===== src/rtl/alu_seq_pkg.sv =====
// alu_seq_pkg
//   Shared definitions for the ALU/UART front-end sequencer: FSM state
//   encoding, the one-hot ALU load strobes and small state helpers.
//   No ports (package). Optional feature macro used by the top:
//   ALU_SEQ_TIMEOUT_EN.
package alu_seq_pkg;

  typedef enum logic [2:0] {
    ST_WAIT_A  = 3'd0,
    ST_WAIT_B  = 3'd1,
    ST_WAIT_OP = 3'd2,
    ST_EXEC    = 3'd3,
    ST_SEND    = 3'd4,
    ST_WAIT_TX = 3'd5
  } state_e;

  localparam logic [2:0] LOAD_NONE = 3'b000;
  localparam logic [2:0] LOAD_A    = 3'b001;
  localparam logic [2:0] LOAD_B    = 3'b010;
  localparam logic [2:0] LOAD_OP   = 3'b100;

  // True in the three byte-collecting states.
  function automatic logic is_collect(input state_e st);
    return (st == ST_WAIT_A) || (st == ST_WAIT_B) || (st == ST_WAIT_OP);
  endfunction

  // ALU load strobe for the byte accepted in a collecting state.
  function automatic logic [2:0] load_strobe(input state_e st);
    case (st)
      ST_WAIT_A:  return LOAD_A;
      ST_WAIT_B:  return LOAD_B;
      ST_WAIT_OP: return LOAD_OP;
      default:    return LOAD_NONE;
    endcase
  endfunction

  // Successor of a collecting state once its byte is accepted.
  function automatic state_e next_collect(input state_e st);
    case (st)
      ST_WAIT_A: return ST_WAIT_B;
      ST_WAIT_B: return ST_WAIT_OP;
      default:   return ST_EXEC;
    endcase
  endfunction

endpackage


===== src/rtl/alu_seq_watchdog.sv =====
// alu_seq_watchdog
//   Clearable, enabled up-counter with a terminal indication. o_term is
//   high in the cycle where the LIMIT-th consecutive enabled, uncleared
//   cycle is in progress, so the owner can act on the same edge.
// Ports:
//   i_clock  rising-edge clock
//   i_reset  asynchronous active-low reset
//   i_en     count enable
//   i_clr    synchronous clear (wins over enable)
//   o_term   terminal count reached (combinational, qualified by i_en)
module alu_seq_watchdog #(
  parameter int LIMIT = 1000000
) (
  input  logic i_clock,
  input  logic i_reset,
  input  logic i_en,
  input  logic i_clr,
  output logic o_term
);

  localparam int CNT_W = $clog2(LIMIT + 1);

  logic [CNT_W-1:0] cnt;

  assign o_term = i_en && (cnt == CNT_W'(LIMIT - 1));

  always_ff @(posedge i_clock or negedge i_reset) begin
    if (!i_reset)
      cnt <= '0;
    else if (i_clr)
      cnt <= '0;
    else if (i_en && !o_term)
      cnt <= cnt + 1'b1;
  end

endmodule


===== src/rtl/alu_uart_sequencer.sv =====
// alu_uart_sequencer
//   Collects operand A, operand B and an opcode byte from the UART
//   receiver, loads each into the ALU with a one-hot strobe, waits for the
//   ALU result, then hands it to the UART transmitter with a start/busy
//   handshake.
//   Optional macro ALU_SEQ_TIMEOUT_EN adds an inter-byte watchdog that
//   abandons a partial triple after TIMEOUT_CYCLES idle cycles.
// Ports:
//   i_clock       rising-edge clock
//   i_reset       asynchronous active-low reset
//   i_rx_data     byte from UART receiver
//   i_rx_valid    one-cycle strobe, i_rx_data valid
//   o_alu_data    registered data to ALU i_data
//   o_alu_valid   one-hot load strobe: 001=A, 010=B, 100=opcode
//   i_alu_result  ALU result
//   o_tx_data     captured result for the transmitter
//   o_tx_start    one-cycle transmit request
//   i_tx_busy     transmitter busy
//   o_overrun     sticky: byte arrived while not collecting
//   o_timeout     one-cycle pulse on watchdog abort
module alu_uart_sequencer
  import alu_seq_pkg::*;
#(
  parameter int NB_DATA        = 8,
  parameter int NB_OPERATION   = 6,
  parameter int RESULT_WAIT    = 2,
  parameter int TIMEOUT_CYCLES = 1000000
) (
  input  logic               i_clock,
  input  logic               i_reset,
  input  logic [NB_DATA-1:0] i_rx_data,
  input  logic               i_rx_valid,
  output logic [NB_DATA-1:0] o_alu_data,
  output logic [2:0]         o_alu_valid,
  input  logic [NB_DATA-1:0] i_alu_result,
  output logic [NB_DATA-1:0] o_tx_data,
  output logic               o_tx_start,
  input  logic               i_tx_busy,
  output logic               o_overrun,
  output logic               o_timeout
);

  localparam int EXEC_W = $clog2(RESULT_WAIT + 1);
  localparam logic [NB_DATA-1:0] OP_MASK =
    NB_DATA'((64'd1 << NB_OPERATION) - 64'd1);

  state_e            state;
  logic [EXEC_W-1:0] exec_cnt;
  logic              tx_seen_busy;
  logic              collecting;
  logic              wd_term;

  assign collecting = is_collect(state);

`ifdef ALU_SEQ_TIMEOUT_EN
  logic wd_en;

  // Only a partial triple is watched; the idle state waits forever.
  assign wd_en = (state == ST_WAIT_B) || (state == ST_WAIT_OP);

  alu_seq_watchdog #(
    .LIMIT (TIMEOUT_CYCLES)
  ) u_watchdog (
    .i_clock (i_clock),
    .i_reset (i_reset),
    .i_en    (wd_en),
    .i_clr   (!wd_en || i_rx_valid),
    .o_term  (wd_term)
  );
`else
  // Watchdog compiled out: never fires whatever TIMEOUT_CYCLES is.
  assign wd_term = 1'b0 & (TIMEOUT_CYCLES != 0);
`endif

  always_ff @(posedge i_clock or negedge i_reset) begin
    if (!i_reset) begin
      state        <= ST_WAIT_A;
      exec_cnt     <= '0;
      tx_seen_busy <= 1'b0;
      o_alu_data   <= '0;
      o_alu_valid  <= LOAD_NONE;
      o_tx_data    <= '0;
      o_tx_start   <= 1'b0;
      o_overrun    <= 1'b0;
      o_timeout    <= 1'b0;
    end else begin
      o_alu_valid <= LOAD_NONE;
      o_tx_start  <= 1'b0;
      o_timeout   <= 1'b0;

      if (i_rx_valid && !collecting)
        o_overrun <= 1'b1;

      case (state)
        ST_WAIT_A, ST_WAIT_B, ST_WAIT_OP: begin
          // An arriving byte beats a watchdog expiry in the same cycle.
          if (i_rx_valid) begin
            o_alu_valid <= load_strobe(state);
            o_alu_data  <= (state == ST_WAIT_OP) ? (i_rx_data & OP_MASK)
                                                 : i_rx_data;
            exec_cnt    <= '0;
            state       <= next_collect(state);
          end else if (wd_term) begin
            o_timeout <= 1'b1;
            state     <= ST_WAIT_A;
          end
        end
        // Opcode strobe cycle counts as 0; the result is sampled at the
        // end of cycle RESULT_WAIT after it.
        ST_EXEC: begin
          if (exec_cnt == EXEC_W'(RESULT_WAIT)) begin
            o_tx_data <= i_alu_result;
            state     <= ST_SEND;
          end else begin
            exec_cnt <= exec_cnt + 1'b1;
          end
        end
        ST_SEND: begin
          if (!i_tx_busy) begin
            o_tx_start   <= 1'b1;
            tx_seen_busy <= 1'b0;
            state        <= ST_WAIT_TX;
          end
        end
        // Require a full busy pulse so a slow transmitter that has not yet
        // raised busy is not mistaken for one that has finished.
        ST_WAIT_TX: begin
          if (i_tx_busy)
            tx_seen_busy <= 1'b1;
          else if (tx_seen_busy)
            state <= ST_WAIT_A;
        end
        default: state <= ST_WAIT_A;
      endcase
    end
  end

endmodule


===== config.mk =====
export PLATFORM = sky130hd
export DESIGN_NAME = alu_uart_sequencer
export DESIGN_NICKNAME = d
export VERILOG_FILES = /design/src/rtl/alu_seq_pkg.sv /design/src/rtl/alu_seq_watchdog.sv /design/src/rtl/alu_uart_sequencer.sv
export SDC_FILE = /design/constraint.sdc
export NUM_CORES = 1
export LEC_CHECK = 0
export ABC_CLOCK_PERIOD_IN_PS = 3600
export CORE_MARGIN = 2
export CORE_UTILIZATION = 46
export DETAILED_ROUTE_END_ITERATION = 10
export GPL_TIMING_DRIVEN = 0
export PLACE_DENSITY = 0.83
export RECOVER_POWER = 25
export SYNTH_ARGS = -nofsm -noshare
export SYNTH_HDL_FRONTEND = slang
export SYNTH_SLANG_ARGS = --single-unit
export TNS_END_PERCENT = 20

===== constraint.sdc =====
create_clock -name i_clock -period 3.6 [get_ports i_clock]
set_input_delay 0.72 -clock i_clock [delete_from_list [all_inputs] [get_ports i_clock]]
set_output_delay 0.72 -clock i_clock [all_outputs]
set_load 0.005 [all_outputs]

==> impl_metrics.xml <==
<?xml version="1.0" encoding="UTF-8"?>
<metrics>
  <group name="setup_path">
    <metric name="startpoint_type_of_the_worst_setup_path" unit="">flip-flop</metric>
    <metric name="crit_start" unit="">o_alu_data[6]$_DFFE_PN0P_</metric>
    <metric name="worst_setup_path_end_kind" unit="">primary output</metric>
    <metric name="arrival" unit="ns">1.20</metric>
    <metric name="critPathRequiredTime" unit="ns">2.88</metric>
    <metric name="r2r_slack" unit="ns">1.77</metric>
    <metric name="cp_slowest_stage_delay" unit="ns">0.51</metric>
    <metric name="cp_cell_sequence" unit="">clkdlybuf4s50_1</metric>
    <metric name="critical_path.top_delay_family" unit="">buffers and inverters</metric>
    <metric name="setup.worst_path.end" unit="">o_alu_data[6]</metric>
    <metric name="cp_num_buf_inv" unit="">1</metric>
    <metric name="cp_num_cells" unit="">1</metric>
    <metric name="worst_r2r_startpoint" unit="">exec_cnt[0]$_DFFE_PN0P_</metric>
    <metric name="regToRegEndpoint" unit="">o_tx_data[6]$_DFFE_PN0P_</metric>
    <metric name="reg2regPathDepth" unit="">4</metric>
    <metric name="crit_type" unit="">reg2out</metric>
    <metric name="crit_slowest_cell" unit="">sky130_fd_sc_hd__clkdlybuf4s50_1</metric>
    <metric name="worst-path-max-fanout" unit="">2</metric>
  </group>
  <group name="clock_network">
    <metric name="hold_buffers" unit="">0</metric>
    <metric name="cts-root-buf" unit="">sky130_fd_sc_hd__clkbuf_4</metric>
    <metric name="cts_tree" unit="">done</metric>
    <metric name="cts.clk_slew.worst_paths" unit="ns">0.14</metric>
    <metric name="ctsResizeCount" unit="">0</metric>
    <metric name="clock_path_buffers" unit="">2</metric>
    <metric name="clk-insertion-delay-late" unit="ns">0.31</metric>
    <metric name="tritoncts.num_buffers" unit="">3</metric>
    <metric name="cts_setup_buffers" unit="">0</metric>
    <metric name="tritoncts_num_sinks" unit="">27</metric>
    <metric name="cts_max_level" unit="">1</metric>
  </group>
  <group name="grt">
    <metric name="grt_use_total" unit="%">18.2</metric>
    <metric name="globalRoute.totalOverflow" unit="">0</metric>
    <metric name="grt_start_max_net_pins" unit="">28</metric>
    <metric name="first_global_vias" unit="">864</metric>
    <metric name="grt_antenna_before_repair" unit="">0</metric>
    <metric name="grt_pass1_wl" unit="um">3710</metric>
  </group>
  <group name="final_layout">
    <metric name="drive_gt1_share" unit="%">16.9</metric>
    <metric name="final_nets" unit="">152</metric>
    <metric name="multiInputGateArea" unit="sq um">392</metric>
    <metric name="ff_latch_area" unit="sq um">676</metric>
    <metric name="post_route_cell_area" unit="sq um">1570</metric>
    <metric name="instances_no_fill" unit="">158</metric>
    <metric name="area_growth" unit="%">39.8</metric>
    <metric name="antennaDiodeCount" unit="">0</metric>
    <metric name="n_fill_cell" unit="">182</metric>
  </group>
  <group name="placed_design">
    <metric name="place_area" unit="sq um">1560</metric>
    <metric name="routabilityCongestion" unit="">0.778</metric>
    <metric name="placedCellCount" unit="">154</metric>
    <metric name="post_placement_worst_setup_slack" unit="ns">1.46</metric>
    <metric name="port_buffers" unit="">40</metric>
    <metric name="hpwl" unit="um">1700</metric>
  </group>
  <group name="power_and_ir_drop">
    <metric name="leakage_power_total" unit="nW">0.674</metric>
    <metric name="pwr_density_cell" unit="nW/um^2">753</metric>
    <metric name="irDropWorstVdd" unit="mV">0.470</metric>
  </group>
  <group name="timing">
    <metric name="timing.final.ws_setup" unit="ns">1.68</metric>
    <metric name="setup_viol" unit="">0</metric>
    <metric name="fin_crit_sh" unit="%">53.4</metric>
    <metric name="max_freq" unit="GHz">0.520</metric>
    <metric name="rsz0062_at_grt" unit="">no</metric>
    <metric name="relSlewSlack" unit="%">22.1</metric>
    <metric name="timing_worst_slew_pin_value" unit="ns">1.16</metric>
    <metric name="finalClockSkew" unit="ns">0.00454</metric>
    <metric name="finalCriticalPeriod" unit="ns">1.92</metric>
    <metric name="timing_max_transition_violations_final" unit="">0</metric>
    <metric name="totalNegativeSetupSlack" unit="ns">0</metric>
    <metric name="hold_viol" unit="">0</metric>
  </group>
  <group name="floorplan">
    <metric name="start_util" unit="%">49.7</metric>
    <metric name="design.core.area" unit="sq um">2250</metric>
    <metric name="floorplan.rows" unit="">17</metric>
    <metric name="die_width" unit="um">53.4</metric>
    <metric name="dieArea" unit="sq um">2850</metric>
    <metric name="ports" unit="">42</metric>
    <metric name="die-height" unit="um">53.4</metric>
  </group>
  <group name="logic_synthesis">
    <metric name="synth_top_area_share" unit="%">60.3</metric>
    <metric name="synth_area_leaders" unit="">sky130_fd_sc_hd__dfrtp_1, sky130_fd_sc_hd__mux2_2, sky130_fd_sc_hd__a21oi_1, sky130_fd_sc_hd__nand4b_4, sky130_fd_sc_hd__nor3_1</metric>
    <metric name="netlist.top_cell.by_area" unit="">sky130_fd_sc_hd__dfrtp_1</metric>
    <metric name="synth_edf_count" unit="">0</metric>
    <metric name="syn-mean-instance-area" unit="sq um">13.0</metric>
    <metric name="synth_warnings" unit="">0</metric>
    <metric name="postSynthNetCount" unit="">107</metric>
    <metric name="synth_most_common_cell" unit="">sky130_fd_sc_hd__dfrtp_1</metric>
    <metric name="synth_cell_type_count" unit="">29</metric>
    <metric name="synth_sequential_area_ratio" unit="%">60.3</metric>
    <metric name="most_numerous_cell_types_in_the_synthesized_netlist" unit="">sky130_fd_sc_hd__dfrtp_1, sky130_fd_sc_hd__mux2_2, sky130_fd_sc_hd__a21oi_1</metric>
    <metric name="synth_cells" unit="">86</metric>
    <metric name="asyncSetResetFlopFracSynth" unit="%">100</metric>
    <metric name="synthFlopType" unit="">sky130_fd_sc_hd__dfrtp_1</metric>
    <metric name="postSynthRegisterBits" unit="">27</metric>
    <metric name="synthesis.area" unit="sq um">1120</metric>
  </group>
  <group name="detailed_routing">
    <metric name="post-route-drc-count" unit="">0</metric>
    <metric name="drt.antenna.violating_nets" unit="">0</metric>
    <metric name="detail_route.vias_per_cell" unit="">5.25</metric>
    <metric name="wl_per_cell" unit="um">14.3</metric>
    <metric name="drt_first_pass_iters" unit="">4</metric>
    <metric name="detailroute.via_count" unit="">829</metric>
    <metric name="violation_count_after_the_first_detailed_routing_iteration" unit="">6</metric>
    <metric name="route.final.wire_length" unit="um">2250</metric>
  </group>
  <group name="status">
    <metric name="status" unit="">finished clean</metric>
  </group>
  <group name="hold_path">
    <metric name="hold_path_class" unit="">reg2reg</metric>
  </group>
  <group name="run">
    <metric name="max_cap_viol_count" unit="">0</metric>
  </group>
</metrics>
==> state kept, by name, summed over array words and instances, names as in the netlist <==
signal / count
exec_cnt: 2
o_alu_valid: 3
o_tx_start: 1
state: 3
o_overrun: 1
o_tx_data: 8
tx_seen_busy: 1
o_alu_data: 8
==> through the flow <==
stage                     hold WS, ns  utilization, %  power (W)
final                           0.477            69.5    0.00118
after CTS                       0.490            70.2    0.00120
after global placement          0.440            69.0    0.00104
after detailed placement        0.462            69.0    0.00108
after global routing            0.499            69.5    0.00127
after floorplan                 0.424               -   0.000786
==> kinds of logic after synthesis <==
group / Yosys count / share of synthesized area [%]
AO/OA/AOI/OAI: 15 / 8.37
multiplexers: 14 / 14.1
other: 1 / 0.335
buffers and inverters: 6 / 3.46
AND/OR/NAND/NOR: 22 / 12.4
flip-flops: 27 / 60.3
adder cells (fa/ha/maj): 1 / 1.12
==> metal layers <==
layer | global-route usage (%) | share of wire, % | wire length, um | vias to the layer above
li1 | - | - | - | 399
met1 | 21.5 | 40 | 904 | 404
met2 | 31.9 | 55 | 1230 | 24
met3 | 2.26 | 3.9 | 87 | 2
met4 | 9.40 | 1.2 | 28 | 0
met5 | 0 | 0 | 0 | -
==> how the worst min path moves through the flow <==
stage | depth (start not counted) | startpoint | to
3_5_place_dp | 1 | o_overrun$_DFFE_PN0P_ | o_overrun$_DFFE_PN0P_
4_1_cts | 1 | o_overrun$_DFFE_PN0P_ | o_overrun$_DFFE_PN0P_
5_1_grt | 1 | o_overrun$_DFFE_PN0P_ | o_overrun$_DFFE_PN0P_
6_report | 1 | o_overrun$_DFFE_PN0P_ | o_overrun$_DFFE_PN0P_
3_3_place_gp | 1 | o_overrun$_DFFE_PN0P_ | o_overrun$_DFFE_PN0P_
2_1_floorplan | 0 | i_reset | exec_cnt[0]$_DFFE_PN0P_
==> cells in the final DEF, fill, tap and decap left out, drive strengths merged, types with 3 or more instances in the layout <==
cell,count
clkbuf,4
nor3,4
o21ai,4
mux2,14
dfrtp,27
a21oi,5
nand2,3
buf,4
nor2,4
clkdlybuf4s50,38
==> cell type report <==
| cell class | count | share of cell area, % |
|---|---|---|
| Sequential cell | 27 | 43.1 |
| Timing Repair Buffer | 40 | 25.5 |
| Multi-Input combinational cell | 53 | 25.0 |
| Tap cell | 28 | 2.23 |
| Buffer | 4 | 1.84 |
| Clock buffer | 4 | 1.68 |
| Inverter | 2 | 0.638 |
==> where the power goes <==
group / leakage (nW) / switching [W] / internal, W / total [W]
combinational: 0.331 / 0.000216 / 0.000343 / 0.000559
sequential: 0.328 / 0.0000668 / 0.000429 / 0.000496
clock: 0.0150 / 0.0000828 / 0.0000432 / 0.000126
Note: power is estimated with default switching activity, not from simulation.
